File: src/rtl/adder_pipe_param.sv
// Pipelined WIDTH-bit add/subtract, one SEG_W-bit segment per stage with registered carries.
// Latency NSTG cycles; output stall freezes the whole pipe (in_ready = !out_valid || out_ready).
module adder_pipe_param #(
    parameter int WIDTH = 16,
    parameter int SEG_W = 4
) (
    input  logic             clk,
    input  logic             rst,
    input  logic             in_valid,
    output logic             in_ready,
    input  logic [WIDTH-1:0] a,
    input  logic [WIDTH-1:0] b,
    input  logic             cin,
    input  logic             sub,
    output logic             out_valid,
    input  logic             out_ready,
    output logic [WIDTH-1:0] y,
    output logic             co,
    output logic             ovf
);
    localparam int NSTG = WIDTH / SEG_W;

    logic             en;
    logic [WIDTH-1:0] bx;
    logic             c0;

    // Stage register banks; index k holds the state leaving stage k.
    logic [NSTG-1:0]  v_q;
    logic [NSTG-1:0]  c_q;
    logic [WIDTH-1:0] a_q [NSTG];
    logic [WIDTH-1:0] b_q [NSTG];
    logic [WIDTH-1:0] s_q [NSTG];

    // Stage inputs and next-state values.
    logic [NSTG-1:0]  v_in;
    logic [NSTG-1:0]  c_in;
    logic [NSTG-1:0]  c_n;
    logic [WIDTH-1:0] a_in [NSTG];
    logic [WIDTH-1:0] b_in [NSTG];
    logic [WIDTH-1:0] s_in [NSTG];
    logic [WIDTH-1:0] s_n  [NSTG];
    logic [SEG_W:0]   seg;

    assign bx = sub ? ~b : b;
    assign c0 = sub ? ~cin : cin;

    assign out_valid = v_q[NSTG-1];
    assign y         = s_q[NSTG-1];
    assign co        = c_q[NSTG-1];
    assign ovf       = (a_q[NSTG-1][WIDTH-1] == b_q[NSTG-1][WIDTH-1]) &&
                       (s_q[NSTG-1][WIDTH-1] != a_q[NSTG-1][WIDTH-1]);

    assign en       = !out_valid || out_ready;
    assign in_ready = en;

    always_comb begin
        seg     = '0;
        v_in    = '0;
        c_in    = '0;
        c_n     = '0;
        a_in[0] = a;
        b_in[0] = bx;
        s_in[0] = '0;
        c_in[0] = c0;
        v_in[0] = in_valid;
        for (int k = 1; k < NSTG; k++) begin
            a_in[k] = a_q[k-1];
            b_in[k] = b_q[k-1];
            s_in[k] = s_q[k-1];
            c_in[k] = c_q[k-1];
            v_in[k] = v_q[k-1];
        end
        for (int k = 0; k < NSTG; k++) begin
            seg = {1'b0, a_in[k][k*SEG_W +: SEG_W]} +
                  {1'b0, b_in[k][k*SEG_W +: SEG_W]} +
                  {{SEG_W{1'b0}}, c_in[k]};
            s_n[k] = s_in[k];
            s_n[k][k*SEG_W +: SEG_W] = seg[SEG_W-1:0];
            c_n[k] = seg[SEG_W];
        end
    end

    always_ff @(posedge clk) begin
        if (rst) begin
            v_q <= '0;
            c_q <= '0;
            for (int k = 0; k < NSTG; k++) begin
                a_q[k] <= '0;
                b_q[k] <= '0;
                s_q[k] <= '0;
            end
        end else if (en) begin
            v_q <= v_in;
            c_q <= c_n;
            for (int k = 0; k < NSTG; k++) begin
                a_q[k] <= a_in[k];
                b_q[k] <= b_in[k];
                s_q[k] <= s_n[k];
            end
        end
    end
endmodule
File: config.mk
export PLATFORM = sky130hd
export DESIGN_NAME = adder_pipe_param
export DESIGN_NICKNAME = d
export VERILOG_FILES = /design/src/rtl/adder_pipe_param.sv
export SDC_FILE = /design/constraint.sdc
export NUM_CORES = 1
export LEC_CHECK = 0
export ABC_AREA = 0
export ABC_CLOCK_PERIOD_IN_PS = 6600
export CORE_UTILIZATION = 50
export CTS_BUF_LIST = sky130_fd_sc_hd__clkbuf_4
export CTS_CLUSTER_SIZE = 28
export DETAILED_ROUTE_END_ITERATION = 10
export PLACE_DENSITY = 0.84
export SYNTH_ARGS = -nofsm -noshare
export SYNTH_HDL_FRONTEND = slang
export SYNTH_SLANG_ARGS = --single-unit
File: constraint.sdc
create_clock -name clk -period 6.6 [get_ports clk]
set_clock_uncertainty 0.2 [all_clocks]
set_input_delay 1.32 -clock clk [delete_from_list [all_inputs] [get_ports clk]]
set_output_delay 1.32 -clock clk [all_outputs]
set_load 0.005 [all_outputs]
==> metrics.txt <==
status complete, no violations; first-pass GRT wire length 10,900 µm; Initial Util 0.523; clock sinks 98; core area 8340 µm²; 1st-pass router iterations 4; Max VDD drop 0.000105 V; final setup TNS 0 ns; Worst-Skew Late Latency 0.43 ns; GPL Wtd Cong 0.738; Synth cell types 26; Max-Cap Viols 0; area of the multi-input gates 1320 µm²; Post-CTS Setup Inserts 0; worst min path class flop to flop; Die Wd 95.4 µm; Tot Pwr 1.17 mW; CTS Buf Count 9; CP max-delay cell clkdlybuf4s50_1; type of origin of the critical path input pin; fin crit period 4.56 ns; Period Utilization, post-route 0.692; CTS resizes 0; final setup margin 2.04 ns; largest net degree at the start of global routing 91; Max Slew Vio Count 0; Non-Filler Instances 463; actual slew at the worst max-slew pin 1.10 ns; average size of a mapped cell 14.2 µm²; WL per Instance 14.2 µm; fraction of layout cells with a size suffix above 1 0.0587; Yosys top cell area share 0.620; Post-Syn Area 4360 µm²; DR iter-0 viols 148; critical path, cell by cell clkdlybuf4s50_1 -> nor2b_4 -> inv_4 -> clkdlybuf4s50_1; FP Rows 33; Post-Synthesis Cells 307; critical path's top delay family buffers and inverters; leak pwr 2.27 nW; Fillers 636; largest cells by area after synthesis edfxtp_1 62%, and3_1 9.9%, dfxtp_1 3.7%; Synth area leader edfxtp_1; setup slack at placement 2.02 ns; CTS tree yes; Seq/Total Area, Yosys 0.657; Residual DRC 0; Detailed Place HPWL 4160 µm; CTS HTree Levels 3; Total GRT Usage 0.161; global route total overflow 0; die height 95.4 µm; power per cell area 232 nW/µm²; ANT nets after route 0; Worst Path Required 5.08 ns; Critical Path End Type output pin; clk root buf clkbuf_4; Fin. Hold Viols 0; design area 5050 µm²; RSZ-0062 raised after global routing no; warnings from Yosys 0; Final setup viols 0; vias in the first global route 2,296; die area 9100 µm²; vias 2,433; Mapped Nets 365; Clock Path Buffers 2; hold_buf cts 0; worst setup path class input pin to output pin; Worst path most repeated cell clkdlybuf4s50_1; port bufs 57; R2R setup slack 4.52 ns; critical path buffer and inverter count 3; area growth from synthesis to final layout 15.8%; placed insts 447; Worst-path clk slew 0.16 ns; ant diodes 0; achievable frequency 219 MHz; I/O pin total 58; flops & latches, synth 98; Critical Path Max Stage Delay 0.63 ns; slew margin rel. 0.263; Max FO, Critical Path 85; WL final 6590 µm; NumNets Final 411; Post-Place Cell Area 4900 µm²; WP data arrival 3.04 ns; Via-to-Cell Ratio 5.25; initial antenna violation count 0; Reg area 2860 µm²
flip-flops by register name, indices dropped and copies added, names as in the netlist:
| register | flops |
|---|---|
| v_q | 4 |
| a_q | 25 |
| c_q | 4 |
| b_q | 25 |
| s_q | 40 |
layout make-up:
class                           count  share of cell area
Clock inverter                      7              0.0151
Tap cell                          105              0.0260
Multi-Input combinational cell    182               0.261
Clock buffer                        9              0.0134
Inverter                            5             0.00471
Sequential cell                    98               0.567
Timing Repair Buffer               57               0.113
synth_stat cells:
library cell	count
a211oi_1	1
nor3_1	1
o21ai_0	5
xor2_1	5
nor2b_1	2
buf_6	9
buf_4	3
buf_2	4
or3_1	4
inv_4	2
nor2_1	21
nand2_4	1
a21oi_1	13
nand2_1	9
fa_1	8
ha_1	12
inv_1	3
dfxtp_1	8
clkbuf_1	6
mux2i_1	4
nand3_1	4
a21o_1	7
and3_1	69
edfxtp_1	90
xnor2_1	15
nor2b_4	1
stage by stage:
step,hold WS (ns),utilization
6_report,0.276,0.605
5_1_grt,0.317,0.605
4_1_cts,0.279,0.605
3_5_place_dp,0.252,0.588
3_3_place_gp,0.238,0.588
2_1_floorplan,0.230,-
worst paths after layout:
check / cells after the start / from / end
worst min register to register: 2 / v_q[1]$_SDFFE_PP0P_ / v_q[2]$_SDFFE_PP0P_
worst max-delay path: 4 / out_ready / in_ready
worst max register to register: 5 / a_q[0][44]$_SDFFCE_PN0P_ / c_q[3]$_SDFFE_PP0P_
worst min-delay path: 2 / v_q[1]$_SDFFE_PP0P_ / v_q[2]$_SDFFE_PP0P_
logic make-up after synthesis:
kind of cell / Yosys count / synth area share
AOI/OAI and AO/OA: 26 / 0.0344
xor gates and xnor gates: 20 / 0.0402
adders and majority gates: 20 / 0.0712
buffers and inverters: 27 / 0.0436
DFF: 98 / 0.657
muxes: 4 / 0.00918
and+or+nand+nor: 112 / 0.145
tightest hold or removal path, cell delays in order (launching register included):
cell     delay (ns)
dfxtp_1        0.35
nand2_1        0.05
a21oi_1        0.05
per-layer routing:
metal  GRT usage  wire length (µm)
met1       0.221              2950
met2       0.245              3400
met3      0.0279               210
met4      0.0846                30
met5           0                 0
power breakdown:
| part | switching [mW] | internal (mW) |
|---|---|---|
| clock | 0.198 | 0.118 |
| combinational | 0.0521 | 0.0692 |
| sequential | 0.0130 | 0.722 |
cells in the final DEF (no fill, tap or decap):
master           Yosys  final
edfxtp_1            90     90
nand2_4              1      2
xnor2_1             15     15
nor2_1              21     21
clkinv_2             0      1
inv_6                0      2
or3_1                4      4
nor2b_1              2      2
a211oi_1             1      1
clkinvlp_4           0      2
nand2_1              9      8
ha_1                12     12
inv_4                2      2
inv_1                3      3
a21o_1               7      7
a21oi_1             13     13
bufinv_16            0      1
clkbuf_4             0      9
fa_1                 8      8
nor3_1               1      1
mux2i_1              4      4
clkinv_4             0      1
xor2_1               5      5
nand3_1              4      4
clkdlybuf4s50_1      0     57
o21ai_0              5      5
nor2b_4              1      1
dfxtp_1              8      8
and3_1              69     69
No activity file was read; power rests on OpenSTA's default activity.
